File: config.mk
export PLATFORM = sky130hd
export DESIGN_NAME = pipeline_ctrl_flat
export DESIGN_NICKNAME = d
export VERILOG_FILES = /design/src/rtl/pipeline_ctrl_pkg.sv /design/src/rtl/pipeline_ctrl_if.sv /design/src/rtl/pipeline_ctrl_hazard_detect.sv /design/src/rtl/pipeline_ctrl.sv /design/src/flat_wrapper.sv
export SDC_FILE = /design/constraint.sdc
export NUM_CORES = 1
export LEC_CHECK = 0
export CAP_MARGIN = 20
export CELL_PAD_IN_SITES_DETAIL_PLACEMENT = 0
export CELL_PAD_IN_SITES_GLOBAL_PLACEMENT = 1
export CORE_ASPECT_RATIO = 0.75
export CORE_MARGIN = 2
export CORE_UTILIZATION = 35
export CTS_CLUSTER_SIZE = 20
export DETAILED_ROUTE_END_ITERATION = 12
export HOLD_SLACK_MARGIN = 0.06
export PLACE_DENSITY_LB_ADDON = 0.1
export SLEW_MARGIN = 20
export SYNTH_ARGS = -nofsm -noshare
export SYNTH_HDL_FRONTEND = slang
export SYNTH_SLANG_ARGS = --single-unit
export TNS_END_PERCENT = 100
File: constraint.sdc
create_clock -name clk_i -period 3.52 [get_ports clk_i]
set_input_delay 1.056 -clock clk_i [delete_from_list [all_inputs] [get_ports clk_i]]
set_output_delay 1.056 -clock clk_i [all_outputs]
set_load 0.02 [all_outputs]
File: src/rtl/pipeline_ctrl_pkg.sv
// Shared types and constants for the pipeline stall/flush sequencer.
// Holds the memory-access FSM state encoding and the hardwired zero register index.
package pipe_pkg;

    typedef enum logic [1:0] {
        IDLE     = 2'd0,
        MEM_WAIT = 2'd1,
        MEM_DONE = 2'd2
    } state_e;

    localparam logic [4:0] REG_ZERO = 5'd0;

endpackage

File: src/rtl/pipeline_ctrl_if.sv
// Bundle of hazard inputs, memory handshake and stage-control outputs of the sequencer.
// master = the sequencer itself, slave = the pipeline datapath / data memory side.
interface pipeline_ctrl_if #(
    parameter int CNT_W = 32
);
    logic [4:0]       IF_ID_Rs_i;
    logic [4:0]       IF_ID_Rt_i;
    logic [4:0]       ID_EX_Rt_i;
    logic             ID_EX_MemRd_i;
    logic             branch_taken_i;
    logic             EX_MEM_MemRd_i;
    logic             EX_MEM_MemWr_i;
    logic             mem_ack_i;
    logic             PC_write_o;
    logic             IF_ID_write_o;
    logic             IF_ID_flush_o;
    logic             ID_EX_bubble_o;
    logic             pipe_stall_o;
    logic             mem_req_o;
    logic             mem_err_o;
    logic [CNT_W-1:0] stall_cnt_o;

    modport master (
        input  IF_ID_Rs_i, IF_ID_Rt_i, ID_EX_Rt_i, ID_EX_MemRd_i, branch_taken_i,
        input  EX_MEM_MemRd_i, EX_MEM_MemWr_i, mem_ack_i,
        output PC_write_o, IF_ID_write_o, IF_ID_flush_o, ID_EX_bubble_o,
        output pipe_stall_o, mem_req_o, mem_err_o, stall_cnt_o
    );

    modport slave (
        output IF_ID_Rs_i, IF_ID_Rt_i, ID_EX_Rt_i, ID_EX_MemRd_i, branch_taken_i,
        output EX_MEM_MemRd_i, EX_MEM_MemWr_i, mem_ack_i,
        input  PC_write_o, IF_ID_write_o, IF_ID_flush_o, ID_EX_bubble_o,
        input  pipe_stall_o, mem_req_o, mem_err_o, stall_cnt_o
    );
endinterface

File: src/rtl/pipeline_ctrl_hazard_detect.sv
// Load-use detector: a load in EX whose destination feeds an operand of the instruction in ID.
// Writes to register 0 never create a dependency.
module hazard_detect
    import pipe_pkg::*;
(
    input  logic       i_id_ex_memrd,
    input  logic [4:0] i_id_ex_rt,
    input  logic [4:0] i_if_id_rs,
    input  logic [4:0] i_if_id_rt,
    output logic       o_load_use
);

    // Compare the pending load destination against both ID source fields
    always_comb begin
        o_load_use = i_id_ex_memrd && (i_id_ex_rt != REG_ZERO) &&
                     ((i_id_ex_rt == i_if_id_rs) || (i_id_ex_rt == i_if_id_rt));
    end

endmodule

File: src/rtl/pipeline_ctrl.sv
// Stall/flush sequencer for the 5-stage pipeline: memory-access freeze FSM, load-use bubbles,
// branch flushes, sticky timeout error and a saturating stall-cycle counter.
module pipeline_ctrl
    import pipe_pkg::*;
#(
    parameter int MEM_TIMEOUT = 64,
    parameter int CNT_W       = 32
) (
    input  logic            clk_i,
    input  logic            rst_i,
    pipeline_ctrl_if.master bus
);

    localparam int                WAIT_W      = $clog2(MEM_TIMEOUT + 1);
    localparam logic [WAIT_W-1:0] WAIT_ZERO   = {WAIT_W{1'b0}};
    localparam logic [WAIT_W-1:0] WAIT_ONE    = {{(WAIT_W-1){1'b0}}, 1'b1};
    localparam logic [WAIT_W-1:0] WAIT_LIMIT  = MEM_TIMEOUT[WAIT_W-1:0];
    localparam logic [CNT_W-1:0]  CNT_ZERO    = {CNT_W{1'b0}};
    localparam logic [CNT_W-1:0]  CNT_ONE     = {{(CNT_W-1){1'b0}}, 1'b1};
    localparam logic [CNT_W-1:0]  CNT_MAX     = {CNT_W{1'b1}};

    state_e            r_state;
    logic [WAIT_W-1:0] r_wait_cnt;
    logic              r_mem_err;
    logic [CNT_W-1:0]  r_stall_cnt;

    logic w_memop;
    logic w_load_use;
    logic w_fsm_stall;
    logic w_stall;
    logic w_lu_stall;
    logic w_pc_write;
    logic w_ifid_write;
    logic w_ifid_flush;
    logic w_idex_bubble;

    hazard_detect u_hazard_detect (
        .i_id_ex_memrd (bus.ID_EX_MemRd_i),
        .i_id_ex_rt    (bus.ID_EX_Rt_i),
        .i_if_id_rs    (bus.IF_ID_Rs_i),
        .i_if_id_rt    (bus.IF_ID_Rt_i),
        .o_load_use    (w_load_use)
    );

    // Freeze request: a fresh memop in IDLE or an outstanding access; MEM_DONE always releases
    always_comb begin
        w_memop     = bus.EX_MEM_MemRd_i | bus.EX_MEM_MemWr_i;
        w_fsm_stall = 1'b0;
        case (r_state)
            IDLE:     w_fsm_stall = w_memop;
            MEM_WAIT: w_fsm_stall = 1'b1;
            MEM_DONE: w_fsm_stall = 1'b0;
            default:  w_fsm_stall = 1'b0;
        endcase
    end

    // Priority: reset, global freeze, load-use bubble, taken-branch flush, free-running
    always_comb begin
        w_pc_write    = 1'b1;
        w_ifid_write  = 1'b1;
        w_ifid_flush  = 1'b0;
        w_idex_bubble = 1'b0;
        w_stall       = 1'b0;
        w_lu_stall    = 1'b0;
        if (!rst_i) begin
            w_stall = 1'b0;
        end else if (w_fsm_stall) begin
            w_stall      = 1'b1;
            w_pc_write   = 1'b0;
            w_ifid_write = 1'b0;
        end else if (w_load_use) begin
            w_lu_stall    = 1'b1;
            w_pc_write    = 1'b0;
            w_ifid_write  = 1'b0;
            w_idex_bubble = 1'b1;
        end else if (bus.branch_taken_i) begin
            w_ifid_flush = 1'b1;
        end else begin
            w_ifid_flush = 1'b0;
        end
    end

    // Memory-access FSM with timeout watchdog and sticky error flag
    always_ff @(posedge clk_i) begin
        if (!rst_i) begin
            r_state    <= IDLE;
            r_wait_cnt <= WAIT_ZERO;
            r_mem_err  <= 1'b0;
        end else begin
            case (r_state)
                IDLE: begin
                    if (w_memop && bus.mem_ack_i) begin
                        r_state <= MEM_DONE;
                    end else if (w_memop) begin
                        r_state    <= MEM_WAIT;
                        r_wait_cnt <= WAIT_ONE;
                    end else begin
                        r_state <= IDLE;
                    end
                end
                MEM_WAIT: begin
                    if (bus.mem_ack_i) begin
                        r_state    <= MEM_DONE;
                        r_wait_cnt <= WAIT_ZERO;
                    end else if (r_wait_cnt == WAIT_LIMIT) begin
                        r_state    <= MEM_DONE;
                        r_wait_cnt <= WAIT_ZERO;
                        r_mem_err  <= 1'b1;
                    end else begin
                        r_wait_cnt <= r_wait_cnt + WAIT_ONE;
                    end
                end
                MEM_DONE: begin
                    r_state <= IDLE;
                end
                default: begin
                    r_state    <= IDLE;
                    r_wait_cnt <= WAIT_ZERO;
                end
            endcase
        end
    end

    // Saturating count of frozen or bubbled cycles
    always_ff @(posedge clk_i) begin
        if (!rst_i) begin
            r_stall_cnt <= CNT_ZERO;
        end else if ((w_stall || w_lu_stall) && (r_stall_cnt != CNT_MAX)) begin
            r_stall_cnt <= r_stall_cnt + CNT_ONE;
        end else begin
            r_stall_cnt <= r_stall_cnt;
        end
    end

    assign bus.PC_write_o     = w_pc_write;
    assign bus.IF_ID_write_o  = w_ifid_write;
    assign bus.IF_ID_flush_o  = w_ifid_flush;
    assign bus.ID_EX_bubble_o = w_idex_bubble;
    assign bus.pipe_stall_o   = w_stall;
    assign bus.mem_req_o      = w_stall;
    assign bus.mem_err_o      = r_mem_err;
    assign bus.stall_cnt_o    = r_stall_cnt;

endmodule

File: src/flat_wrapper.sv
// flat-port wrapper written by rule: the top's interface ports become plain ports
module pipeline_ctrl_flat import pipe_pkg::*;
#(
    parameter int MEM_TIMEOUT = 64,
    parameter int CNT_W       = 32
)
  (clk_i, rst_i, bus_IF_ID_Rs_i, bus_IF_ID_Rt_i, bus_ID_EX_Rt_i, bus_ID_EX_MemRd_i, bus_branch_taken_i, bus_EX_MEM_MemRd_i, bus_EX_MEM_MemWr_i, bus_mem_ack_i, bus_PC_write_o, bus_IF_ID_write_o, bus_IF_ID_flush_o, bus_ID_EX_bubble_o, bus_pipe_stall_o, bus_mem_req_o, bus_mem_err_o, bus_stall_cnt_o);
  pipeline_ctrl_if #(.CNT_W(CNT_W)) bus_i ();
  input  logic clk_i;
  input  logic rst_i;
  input wire logic [$bits(bus_i.IF_ID_Rs_i)-1:0] bus_IF_ID_Rs_i;
  input wire logic [$bits(bus_i.IF_ID_Rt_i)-1:0] bus_IF_ID_Rt_i;
  input wire logic [$bits(bus_i.ID_EX_Rt_i)-1:0] bus_ID_EX_Rt_i;
  input wire logic [$bits(bus_i.ID_EX_MemRd_i)-1:0] bus_ID_EX_MemRd_i;
  input wire logic [$bits(bus_i.branch_taken_i)-1:0] bus_branch_taken_i;
  input wire logic [$bits(bus_i.EX_MEM_MemRd_i)-1:0] bus_EX_MEM_MemRd_i;
  input wire logic [$bits(bus_i.EX_MEM_MemWr_i)-1:0] bus_EX_MEM_MemWr_i;
  input wire logic [$bits(bus_i.mem_ack_i)-1:0] bus_mem_ack_i;
  output wire logic [$bits(bus_i.PC_write_o)-1:0] bus_PC_write_o;
  output wire logic [$bits(bus_i.IF_ID_write_o)-1:0] bus_IF_ID_write_o;
  output wire logic [$bits(bus_i.IF_ID_flush_o)-1:0] bus_IF_ID_flush_o;
  output wire logic [$bits(bus_i.ID_EX_bubble_o)-1:0] bus_ID_EX_bubble_o;
  output wire logic [$bits(bus_i.pipe_stall_o)-1:0] bus_pipe_stall_o;
  output wire logic [$bits(bus_i.mem_req_o)-1:0] bus_mem_req_o;
  output wire logic [$bits(bus_i.mem_err_o)-1:0] bus_mem_err_o;
  output wire logic [$bits(bus_i.stall_cnt_o)-1:0] bus_stall_cnt_o;
  assign bus_i.IF_ID_Rs_i = bus_IF_ID_Rs_i;
  assign bus_i.IF_ID_Rt_i = bus_IF_ID_Rt_i;
  assign bus_i.ID_EX_Rt_i = bus_ID_EX_Rt_i;
  assign bus_i.ID_EX_MemRd_i = bus_ID_EX_MemRd_i;
  assign bus_i.branch_taken_i = bus_branch_taken_i;
  assign bus_i.EX_MEM_MemRd_i = bus_EX_MEM_MemRd_i;
  assign bus_i.EX_MEM_MemWr_i = bus_EX_MEM_MemWr_i;
  assign bus_i.mem_ack_i = bus_mem_ack_i;
  assign bus_PC_write_o = bus_i.PC_write_o;
  assign bus_IF_ID_write_o = bus_i.IF_ID_write_o;
  assign bus_IF_ID_flush_o = bus_i.IF_ID_flush_o;
  assign bus_ID_EX_bubble_o = bus_i.ID_EX_bubble_o;
  assign bus_pipe_stall_o = bus_i.pipe_stall_o;
  assign bus_mem_req_o = bus_i.mem_req_o;
  assign bus_mem_err_o = bus_i.mem_err_o;
  assign bus_stall_cnt_o = bus_i.stall_cnt_o;
  pipeline_ctrl #(.MEM_TIMEOUT(MEM_TIMEOUT), .CNT_W(CNT_W)) u_core (.clk_i(clk_i), .rst_i(rst_i), .bus(bus_i));
endmodule
==> results by group <==
Finish
  • Syn-to-layout area delta: 41.3%
  • Total Nets Final: 379
  • Final core occ: between 50% and 60%
  • Fin area: 3260 um2
  • Most frequent cells in the layout: 44 x clkdlybuf4s50_1, 42 x dfxtp_1, 26 x a21oi_1
  • Fraction of layout cells with a size suffix above 1: 13.5%
  • Commonest non-fill, non-tap cell in the layout: clkdlybuf4s50_1
  • Diode count: 0

CTS
  • Maximum clock insertion buffer count: 2
  • Worst-path clk slew: 0.08 ns
  • Root Buffer: clkbuf_8
  • H-tree levels: 2
  • Clock Latency Late Sink: 0.29 ns
  • CTS tree: yes
  • CTS Buf Count: 5
  • Sinks on Clock Net: 42
  • # hold bufs at CTS: 0

Timing
  • Final Hold Vio Count: 0
  • # setup viols final: 0
  • Final Cycle Share: 98.3%
  • Max-slew violations: 0
  • RSZ-0062 raised after global routing: false
  • Setup Skew: 0.00554 ns
  • Fmax: 289 MHz
  • Relative slew slack: 56.0%
  • Final min period: 3.46 ns
  • Worst Tran Pin Value: between 0.6 and 0.7 ns

Critical path
  • Worst path required time: 2.46 ns
  • CP endpoint kind: primary output
  • Startpoint Class: primary input
  • Crit path arrival time: roughly 2.4 ns
  • Crit path kind: primary input to primary output
  • Maximum fanout along the worst path: 3

Synthesis
  • Netlist Area Pre-Place: 2300 um2
  • Synth Register Bits: 42
  • Sequential fraction of the synthesis area: a little over a third
  • Post-synth cell types: 42
  • Syn Nets: ~300
  • Ys Warns: 0
  • Synthesized area per cell: just over 8 um2
  • Predominant post-synthesis flop cell: dfxtp_1
  • Post-synth EDFFs: 0
  • Ys async rst share: 0%
  • Cells after Synth: 283

Power and ir drop
  • Leakage: 1.12 nW
  • Power per cell area: 322 nW/um2
  • Max VDD drop: between 150 and 200 uV

Drt
  • Via count: 2407
  • Starting DRT DRC Count: slightly below 90
  • DRC errors left: 0
  • Vias per cell: between 5 and 6
  • Drt pass-1 iters: 4
  • Post-route ant nets: 0
  • Final WL: 6.31 mm
  • Routed WL per cell: 14.5 um

Die
  • Die ar.: ~7300 um2
  • IO Pins: a little over 60
  • Total core area: 6350 um2
  • Core Rows: 25
  • Die H: ~74 um
  • Initial core utilization: 36.3%
  • Die Wd: 97.7 um

Run
  • Max_cap viols: 0

GRT
  • Number of global-route vias before repair: 2138
  • Grt total ovfl: 0
  • Antenna violations before repair: 0
  • Largest net degree at the start of global routing: 35
  • All-layer global routing usage: 17.7%
  • Global-route wire length before repair: 10.4 mm

Min path
  • Hold Path Class: flip-flop to flip-flop

Outcome
  • Status: complete, no violations

Placed design
  • Post-place instance area: 3090 um2
  • RePlAce Congestion: roughly 0.82
  • Post-DP HPWL: 4.44 mm
  • Port-buffer cells: 60
worst max-delay path, cell delays in order:
cell and delay, ns:
dlygate4sd2_1 0.25, or4_4 0.55, o21ai_4 0.19, o2111a_1 0.24
buf_6 0.12
report_power, final:
group	switching (mW)	leakage, nW	internal, mW
logic	0.0890	0.719	0.0841
clock network	0.180	0.0579	0.209
registers	0.00679	0.339	0.481
total	0.275	1.12	0.774
metrics by stage:
step / std cells / hold WS (ns) / worst slack, ns / setup TNS [ns] / power, mW
final: 436 / 0.478 / 0.0587 / 0 / 1.05
after global routing: 436 / 0.498 / 0.00512 / 0 / 1.10
after CTS: 436 / 0.477 / -0.0215 / -0.0417 / 1.06
after detailed placement: 427 / 0.462 / -0.612 / -2.91 / 0.665
after global placement: 427 / 0.458 / -0.590 / -2.79 / 0.665
after floorplan: 283 / 0.431 / 0.168 / 0 / 0.582
logic make-up (layout without fill, tap and decap cells):
kind of cell	Yosys count	in the layout	synth area share (%)
muxes	4	4	1.74
xor gates and xnor gates	15	15	5.70
adders and majority gates	3	3	1.63
buffers and inverters	25	97	5.16
AOI/OAI and AO/OA	73	73	20.5
DFF	42	42	36.5
and+or+nand+nor	121	121	28.8
timing repair:
item,in CTS,in global routing
pin swaps,8,8
endpoints found under the setup margin,6,4
gates resized for setup,41,10
setup buffers,1,0
registers in the layout, indices dropped and copies added, names as in the netlist:
| signal | count |
|---|---|
| u_core.r_wait_cnt | 7 |
| u_core.r_state | 2 |
| u_core.bus.mem_err_o | 1 |
| u_core.bus.stall_cnt_o | 32 |
layout make-up:
class	count	area, um2
clock buffer	5	68.8
clock inverter	3	40.0
fill	615	3090
inverter	9	33.8
multi-input combinational	216	1390
sequential	42	841
tap	81	101
timing repair buffer	80	778
path summary, 6_finish.rpt:
kind / cells after the start / slack, ns / startpoint / endpoint
setup reg to reg: 6 / 0.93 / u_core.bus.stall_cnt_o[4] / u_core.bus.stall_cnt_o[30]
setup / recovery: 5 / 0.06 / bus_ID_EX_Rt_i[2] / bus_IF_ID_flush_o
hold / removal: 1 / 0.48 / u_core.r_wait_cnt[6] / u_core.r_wait_cnt[6]
hold reg to reg: 1 / 0.48 / u_core.r_wait_cnt[6] / u_core.r_wait_cnt[6]
synth_stat cells, drive strengths merged, types with 3 or more instances:
cell type	instances	area (um2)
mux2i	4	40.0
clkbuf	9	33.8
nand4	16	106
nand3	18	90.1
xor2	4	35.0
inv	9	33.8
nor3	5	30.0
or3	3	18.8
dfxtp	42	841
nand2	22	82.6
ha	3	37.5
buf	7	51.3
nor4	4	25.0
xnor2	11	96.3
o31ai	23	173
o21ai	7	35.0
or4	21	158
a21oi	27	135
nor2	22	85.1
and3	6	37.5
layer usage:
metal / wire length (um) / track usage, %
met1: 3320 / 25.3
met2: 2710 / 28.0
met3: 248 / 3.57
met4: 37 / 3.70
met5: 0 / 0
Power figures use the tool's default switching activity.
